**config.mk**
```make
export PLATFORM = sky130hd
export DESIGN_NAME = alu_seq_unit
export DESIGN_NICKNAME = d
export VERILOG_FILES = /design/src/rtl/alu_seq_unit_pkg.sv /design/src/rtl/alu_comb_core.sv /design/src/rtl/alu_seq_unit.sv
export SDC_FILE = /design/constraint.sdc
export NUM_CORES = 1
export LEC_CHECK = 0
export CAP_MARGIN = 0
export CORE_ASPECT_RATIO = 0.7
export CORE_MARGIN = 4
export CORE_UTILIZATION = 40
export CTS_BUF_LIST = sky130_fd_sc_hd__clkbuf_4 sky130_fd_sc_hd__clkbuf_8 sky130_fd_sc_hd__clkbuf_16
export CTS_CLUSTER_DIAMETER = 30
export DETAILED_ROUTE_END_ITERATION = 8
export PLACE_DENSITY = 0.7
export SLEW_MARGIN = 30
export SYNTH_ARGS = -nofsm -noshare
export SYNTH_HDL_FRONTEND = slang
export SYNTH_SLANG_ARGS = --single-unit
```
**constraint.sdc**
```tcl
create_clock -name clk -period 9.4 [get_ports clk]
set_clock_uncertainty 0.15 [all_clocks]
set_input_delay 2.35 -clock clk [delete_from_list [all_inputs] [get_ports clk]]
set_output_delay 2.35 -clock clk [all_outputs]
set_load 0.1 [all_outputs]
```
**src/rtl/alu_seq_unit_pkg.sv**
```systemverilog
// Shared definitions for the sequential ALU: op codes, FSM state encoding
// and default widths.
package alu_seq_unit_pkg;

  localparam int unsigned DATA_WIDTH_DEFAULT = 32;
  localparam int unsigned SHW_DEFAULT        = 5;

  localparam logic [2:0] OP_ADD = 3'b000;
  localparam logic [2:0] OP_SUB = 3'b001;
  localparam logic [2:0] OP_AND = 3'b010;
  localparam logic [2:0] OP_OR  = 3'b011;
  localparam logic [2:0] OP_XOR = 3'b100;
  localparam logic [2:0] OP_SLT = 3'b101;
  localparam logic [2:0] OP_SLL = 3'b110;
  localparam logic [2:0] OP_SRL = 3'b111;

  typedef enum logic [1:0] {
    ST_IDLE  = 2'd0,
    ST_SHIFT = 2'd1,
    ST_DONE  = 2'd2
  } state_t;

  function automatic logic is_shift_op(input logic [2:0] op);
    return (op == OP_SLL) || (op == OP_SRL);
  endfunction

endpackage

```
**src/rtl/alu_comb_core.sv**
```systemverilog
// Single-cycle ALU datapath. Shift ops return a unchanged, which is the
// correct result for a zero shift amount; non-zero shifts run in the sequencer.
module alu_comb_core
  import alu_seq_unit_pkg::*;
#(
  parameter int unsigned DATA_WIDTH = DATA_WIDTH_DEFAULT
) (
  input  logic [DATA_WIDTH-1:0] a,
  input  logic [DATA_WIDTH-1:0] b,
  input  logic [2:0]            op,
  output logic [DATA_WIDTH-1:0] result
);

  always_comb begin
    result = a;
    case (op)
      OP_ADD: result = a + b;
      OP_SUB: result = a - b;
      OP_AND: result = a & b;
      OP_OR:  result = a | b;
      OP_XOR: result = a ^ b;
      OP_SLT: begin
        result    = '0;
        result[0] = ($signed(a) < $signed(b));
      end
      default: result = a;
    endcase
  end

endmodule

```
**src/rtl/alu_seq_unit.sv**
```systemverilog
// Sequential ALU: single-cycle ops via alu_comb_core, shifts at one bit per
// cycle, valid/ready handshakes on request and response.
module alu_seq_unit
  import alu_seq_unit_pkg::*;
#(
  parameter int unsigned DATA_WIDTH = DATA_WIDTH_DEFAULT,
  parameter int unsigned SHW        = SHW_DEFAULT
) (
  input  logic                  clk,
  input  logic                  rst,
  input  logic                  req_valid,
  output logic                  req_ready,
  input  logic [DATA_WIDTH-1:0] req_a,
  input  logic [DATA_WIDTH-1:0] req_b,
  input  logic [2:0]            req_op,
  output logic                  rsp_valid,
  input  logic                  rsp_ready,
  output logic [DATA_WIDTH-1:0] rsp_result,
  output logic                  rsp_zero,
  output logic                  busy
);

  localparam logic [SHW-1:0] CNT_ONE = SHW'(1);

  state_t                state;
  logic [DATA_WIDTH-1:0] work;
  logic [DATA_WIDTH-1:0] shifted;
  logic [DATA_WIDTH-1:0] alu_result;
  logic [SHW-1:0]        cnt;
  logic [SHW-1:0]        shamt;
  logic                  dir_right;
  logic                  xfer;
  logic                  start_shift;

  assign shamt       = req_b[SHW-1:0];
  assign req_ready   = (state == ST_IDLE);
  assign busy        = (state != ST_IDLE);
  assign xfer        = req_valid && req_ready;
  assign start_shift = is_shift_op(req_op) && (shamt != '0);
  assign shifted     = dir_right ? (work >> 1) : (work << 1);

  alu_comb_core #(.DATA_WIDTH(DATA_WIDTH)) u_core (
    .a      (req_a),
    .b      (req_b),
    .op     (req_op),
    .result (alu_result)
  );

  always_ff @(posedge clk) begin
    if (rst) begin
      state      <= ST_IDLE;
      rsp_valid  <= 1'b0;
      rsp_result <= '0;
      rsp_zero   <= 1'b1;
      cnt        <= '0;
      work       <= '0;
      dir_right  <= 1'b0;
    end else begin
      case (state)
        ST_IDLE: begin
          if (xfer) begin
            if (start_shift) begin
              state     <= ST_SHIFT;
              work      <= req_a;
              cnt       <= shamt;
              dir_right <= (req_op == OP_SRL);
            end else begin
              state      <= ST_DONE;
              rsp_valid  <= 1'b1;
              rsp_result <= alu_result;
              rsp_zero   <= (alu_result == '0);
            end
          end
        end
        ST_SHIFT: begin
          work <= shifted;
          cnt  <= cnt - CNT_ONE;
          // The last shift step publishes its own output directly.
          if (cnt == CNT_ONE) begin
            state      <= ST_DONE;
            rsp_valid  <= 1'b1;
            rsp_result <= shifted;
            rsp_zero   <= (shifted == '0);
          end
        end
        ST_DONE: begin
          if (rsp_ready) begin
            state     <= ST_IDLE;
            rsp_valid <= 1'b0;
          end
        end
        default: state <= ST_IDLE;
      endcase
    end
  end

endmodule

```
# ---- Yosys cells after proc, flatten, opt, wreduce, memory -nomap -nowiden
# Cells that the tools add are included.
dict set report totals {
  input_bits 71
  elab_cells 71
  out_inout_bits 36
  regBits 74
}
dict set report classes {
  addsub 3
  bitwise 3
  muxes 26
  n_reduce_logical 16
  eq_ne 15
  magnitude_cmp 1
}
# op n
set ops {}
lappend ops {{2-to-1 mux 32 bit} 6}
lappend ops {{one-hot mux 32 bit (6 select lines)} 1}
lappend ops {{one-hot mux 32 bit (2 select lines)} 2}
lappend ops {{zero test 32 bit} 2}
lappend ops {{adder 32 bit} 1}
lappend ops {{AND 32 bit} 1}
lappend ops {{less-than comparator 32 bit} 1}
lappend ops {{bitwise OR 32 bit} 1}
lappend ops {{subtractor 32 bit} 1}
lappend ops {{bitwise XOR 32 bit} 1}
lappend ops {{equality test 3 bit (second input constant)} 4}
lappend ops {{2-to-1 mux 5 bit} 2}
lappend ops {{one-hot mux 5 bit (2 select lines)} 1}
lappend ops {{AND reduction 3 bit} 3}
lappend ops {{2-to-1 mux 2 bit} 4}
lappend ops {{2-to-1 mux 1 bit} 7}
lappend ops {{equality test 3 x 2 -> 1 bit (second input constant)} 2}
lappend ops {{inequality test 2 bit (second input constant)} 3}
lappend ops {{one-hot mux 2 bit (3 select lines)} 1}
lappend ops {{equality test 5 x 1 -> 1 bit (second input constant)} 1}
lappend ops {{AND reduction 5 bit} 1}
lappend ops {{nonzero test 5 bit} 1}
lappend ops {{subtractor 5 x 1 -> 5 bit (second input constant)} 1}
lappend ops {{inequality test 2 x 1 -> 1 bit (second input constant)} 2}
lappend ops {{12 further kinds} 14}

# ---- Longest topological paths before layout
dict set report depth {
  word_depth 6
  ltp_mapped 15
  ltp_nobuf 15
}

# ---- By module
# Synthesis repeated with hierarchy kept, for this count alone.
dict set report unflattened {
  cells_unflattened 1356
  area_unflattened_um2 9405.3
}
# module area_per_inst_um2 seq_area_each_um2 cells_per_inst n_inst
set by_module_without_submodules {}
lappend by_module_without_submodules {alu_comb_core 5635.4 0.0 887 1}
lappend by_module_without_submodules {alu_seq_unit 3769.9 1481.4 469 1}

# ---- Worst setup path before layout
# No wires, ideal clock.
dict set report synth_timing {
  path_kind {input to register}
  start {input req_a[0]}
  end {register rsp_zero}
  setup_time_ns 0.096
  path_slack_ns 3.586
  cell_stages 13
  arrival_ns 5.569
  path_buffers 0
  required_ns 9.154
  cell_sequence {ha_1 > fa_1 > a21o_1 > a221o_1 > xnor2_1 > nor2_1 > o32a_1 > a211oi_1 > or4b_1 > or4_1 > nor4_2 > nand4b_1 > o41ai_2}
}
dict set report synth_via {
  elab_chain_cells 6
  elab_cells_between_ends 11
}
# element line_no
set synth_rtl {}
lappend synth_rtl {{start: declaration} alu_seq_unit.sv:13} ;# input logic [DATA_WIDTH-1:0] req_a,
lappend synth_rtl {{subtractor 32 bit, or another cell as far along} alu_comb_core.sv:18} ;# OP_SUB: result = a - b;
lappend synth_rtl {{one-hot mux 32 bit (6 select lines) *} alu_comb_core.sv:16} ;# case (op)
lappend synth_rtl {{zero test 32 bit *} alu_seq_unit.sv:71} ;# rsp_zero <= (alu_result == '0);
lappend synth_rtl {{2-to-1 mux 1 bit *} alu_seq_unit.sv:62} ;# if (start_shift) begin
lappend synth_rtl {{2-to-1 mux 1 bit *} alu_seq_unit.sv:61} ;# if (xfer) begin
lappend synth_rtl {{one-hot mux 1 bit (2 select lines) *} alu_seq_unit.sv:59} ;# case (state)
lappend synth_rtl {{end signal: assignment} alu_seq_unit.sv:71}
lappend synth_rtl {{end signal: assignment} alu_seq_unit.sv:83} ;# rsp_zero <= (shifted == '0);
lappend synth_rtl {{end: declaration} alu_seq_unit.sv:19} ;# output logic rsp_zero,
# Every way passes the cells marked *; elsewhere a longest branch is shown, timed or not. The select of a mux whose other input is x is not followed.
# A chain may end at the register's enable or synchronous reset.

# ---- Final worst setup path
dict set report layout_timing {
  start {input req_b[0]}
  end {register rsp_zero}
}
dict set report layout_via {
  elab_chain_cells 6
  elab_cells_between_ends 15
}
# element line_no
set layout_rtl {}
lappend layout_rtl {{start: declaration} alu_seq_unit.sv:14} ;# input logic [DATA_WIDTH-1:0] req_b,
lappend layout_rtl {{subtractor 32 bit, or another cell as far along} alu_comb_core.sv:18}
lappend layout_rtl {{one-hot mux 32 bit (6 select lines)} alu_comb_core.sv:16}
lappend layout_rtl {{zero test 32 bit} alu_seq_unit.sv:71}
lappend layout_rtl {{2-to-1 mux 1 bit} alu_seq_unit.sv:62}
lappend layout_rtl {{2-to-1 mux 1 bit} alu_seq_unit.sv:61}
lappend layout_rtl {{one-hot mux 1 bit (2 select lines)} alu_seq_unit.sv:59}
# Parallel ways exist; a longest one is shown, timed or not. The select of a mux whose other input is x is not followed.

==> flow_results.org <==
** Status
- Status :: finished, final reports clean

** Floorplan
- Std cell rows :: 47
- The core region is 23700 sq um.
- The die covers 26700 sq um.
- In this run the vertical extent of the chip is 138 um.
- Effective utilization at floorplan :: 40.7%
- The die is 194 um wide.
- Count of pins on the block boundary :: 107

** Routing
- The detailed router finished its first iteration with 1615 violations.
- For this block, wires on met1 add up to 18800 um.
- Ratio of routed vias to standard cells :: 6.48
- Wire length on met3 :: 4970 um
- The routed layout has 11400 vias.
- Antenna-violating nets left :: 0
- After detailed routing, the average wire length per cell comes to 23.1 um.
- DRT Pass-1 Iters :: 6
- DRT Wirelength :: 40600 um
- In this run the top signal layer used is met5.
- Met2 Routed Length :: 16200 um
- For this run, design rule violations remaining after detail routing come to 0.

** Worst setup path
- Startpoint kind of the worst setup timing path :: input port
- STA puts the critical path data arrival time at 7.13 ns.
- Kind of capture point of the worst setup path :: register
- Startpoint-to-endpoint class of the critical path :: input port to register
- Of all nets on the critical path, the largest fanout is 6.
- Worst reg2reg path depth :: 11
- STA puts the critical path data required time at 9.50 ns.

** Clocking
- Clock Tree Root :: clkbuf_16
- Skew-Pair Late Insertion Delay :: 0.35 ns
- # Post-CTS Setup Buffers :: 0
- Clock H-tree levels :: 3
- Clock-pin slew was measured on the worst setup and hold paths at 0.06 ns.
- CTS tree :: built
- Cts-stage hold buffer count :: 0
- CTS resizes :: 0
- The clock drives 74 sinks.
- Number of buffers created by CTS :: 9
- In this run the deepest clock path goes through 2 buffers.

** Timing
- Setup violators final :: 0
- The worst pin sits at a relative slew slack of 33.2%.
- Setup repair after global routing left no endpoint under its margin.
- Across all hold checks on the routed design, the worst slack comes to 0.302 ns.
- The number of endpoints with negative hold slack in the final report was 0.
- The number of max-slew violations in the final report came to 0.
- Setup total negative slack :: 0 ns
- Final critical-path share of the clock period :: 74.8%
- Least-Margin Pin Slew :: 0.999 ns
- For the finished layout, the period the worst path requires is 7.03 ns.
- For this run, the top clock speed supported by timing is 0.142 GHz.

** Logic synthesis
- The cell count after synthesis came out at 1404.
- In this run the cell area of the synthesized design comes to 9640 sq um.
- A synthesized cell averages 6.87 sq um.
- Proportion of register bits with asynchronous set or reset after synthesis :: 0%
- In this run, synthesis inferred 0 flip-flops with an integrated enable.
- Sequential share of the synthesized area :: 15.4%
- Synth warnings :: 0
- The most used flip-flop cell after synthesis is dfxtp_1.
- Count of distinct cell types in the synthesized netlist :: 85
- Number of register bits inferred by synthesis :: 74
- The number of nets handed over by synthesis was 1582.

** Flow run
- Max-cap violations in this run came to 0.

** Hold path
- The worst hold path belongs to the class register to register.
- Number of instances on the worst hold path :: 2

** Pwr
- In this run the static leakage power is 4.31 nW.
- Total power density per cell area :: 128 nW/um^2
- VDD sags by at most 0.0000949 V.

** Cells and area
- Antenna diodes :: 0
- Cells fill 46.9% of the core in the end.
- Commonest non-fill, non-tap cell in the layout :: a21oi_1
- Net count reported at finish :: 1612
- Number of fill cells :: 2401
- In the layout the commonest cells are a21oi_1 (170), nand2_1 (133), nor2_1 (133).
- From synthesis to final layout, the design area changed by 15.4%.
- Of the cells placed in the final design, the portion with a size suffix greater than 1 is 4.79%.

** Placement
- At the end of routability-driven placement, the weighted congestion stood at 0.979.
- # port buffers :: 106
- HPWL reported at the end of detailed placement :: 30200 um

** Global routing
- The number of antenna violations at the first check in global routing is 1.
- Global routing used 29.2% of the available tracks.
- Pin count of the biggest net entering global routing :: 76
- Total gr overflow :: 0
- The number of global-route vias before repair is 10200.
- First-pass GRT wire length :: 61800 um
-- kinds of logic (layout without fill, tap and decap cells) --
family          Yosys count  after routing  synth area share (%)
compound gates          546            546                  37.0
fa+ha+maj               107            107                  14.0
buf+inv                 205            240                  8.33
simple gates            433            433                  21.3
xor+xnor                 12             12                  1.09
mux                      27             27                  2.84
flops                    74             74                  15.4
-- final timing paths --
check                               from                           to  slack (ns)
max                             req_b[0]        rsp_zero$_SDFFE_PP1P_        2.37
min          rsp_result[19]$_SDFFE_PP0P_  rsp_result[19]$_SDFFE_PP0P_        0.30
max reg2reg        state[1]$_SDFFE_PP0P_        rsp_zero$_SDFFE_PP1P_        5.41
min reg2reg  rsp_result[19]$_SDFFE_PP0P_  rsp_result[19]$_SDFFE_PP0P_        0.30
-- power breakdown --
group          switching [mW]  internal, mW  leakage (nW)
registers              0.0222         0.340         0.606
logic                   0.491         0.223          3.56
clock network           0.153         0.190         0.136
total                   0.667         0.753          4.31
-- sequential cells by signal, indices dropped and copies added (netlist names) --
signal,flops
rsp_result,32
rsp_zero,1
dir_right,1
state,2
rsp_valid,1
cnt,5
work,32
-- worst max-delay path: stages --
cell and delay [ns]:
clkdlybuf4s50_1 0.55, ha_1 0.34, fa_1 0.42, a21o_1 0.21
a221oi_1 0.71, a2bb2oi_1 0.51, o211ai_1 0.19, a211oi_1 0.34
or2_2 0.18, a21oi_1 0.06, a2bb2oi_1 0.26, o21ai_0 0.14
or4b_2 0.65, o41ai_2 0.20
-- cell type report --
cell class | instances | area [sq um] | area share (%)
clock buffers | 11 | 246 | 2.22
clock inverters | 5 | 37.5 | 0.337
inverters | 99 | 372 | 3.34
multi-input cells | 1125 | 7390 | 66.5
flip-flops and latches | 74 | 1490 | 13.4
well taps | 318 | 398 | 3.58
repair buffers | 125 | 1190 | 10.7
-- Yosys cell counts, types with 15 or more instances --
cell | n | area share, %
a211oi_1 | 44 | 3.4
a21o_1 | 15 | 1.2
a21oi_1 | 170 | 8.8
buf_2 | 15 | 0.78
clkbuf_1 | 85 | 3.3
dfxtp_1 | 74 | 15
ha_1 | 105 | 14
inv_1 | 97 | 3.8
mux2i_1 | 24 | 2.5
nand2_1 | 133 | 5.2
nand3_1 | 24 | 1.2
nor2_1 | 133 | 5.2
nor2b_1 | 28 | 1.8
nor3_1 | 24 | 1.2
nor4_1 | 16 | 1.0
o211ai_1 | 49 | 3.8
o21ai_0 | 99 | 5.1
-- metrics by stage --
step | cell area, sq um | power, mW | worst slack [ns] | instances
6_report | 11100 | 1.42 | 2.37 | 1757
5_1_grt | 11100 | 1.48 | 2.18 | 1757
4_1_cts | 11100 | 1.40 | 2.49 | 1757
3_5_place_dp | 10800 | 1.06 | 2.14 | 1741
3_3_place_gp | 10800 | 1.06 | 2.17 | 1741
2_1_floorplan | 9640 | 0.843 | 3.59 | 1404
-- metal layers --
layer  track usage (%)  vias to the layer above
li1                  -                     5209
met1              44.6                     5375
met2              42.1                      747
met3              6.17                       60
met4              5.23                        2
met5                 0                        -
No activity file was read; power rests on OpenSTA's default activity.
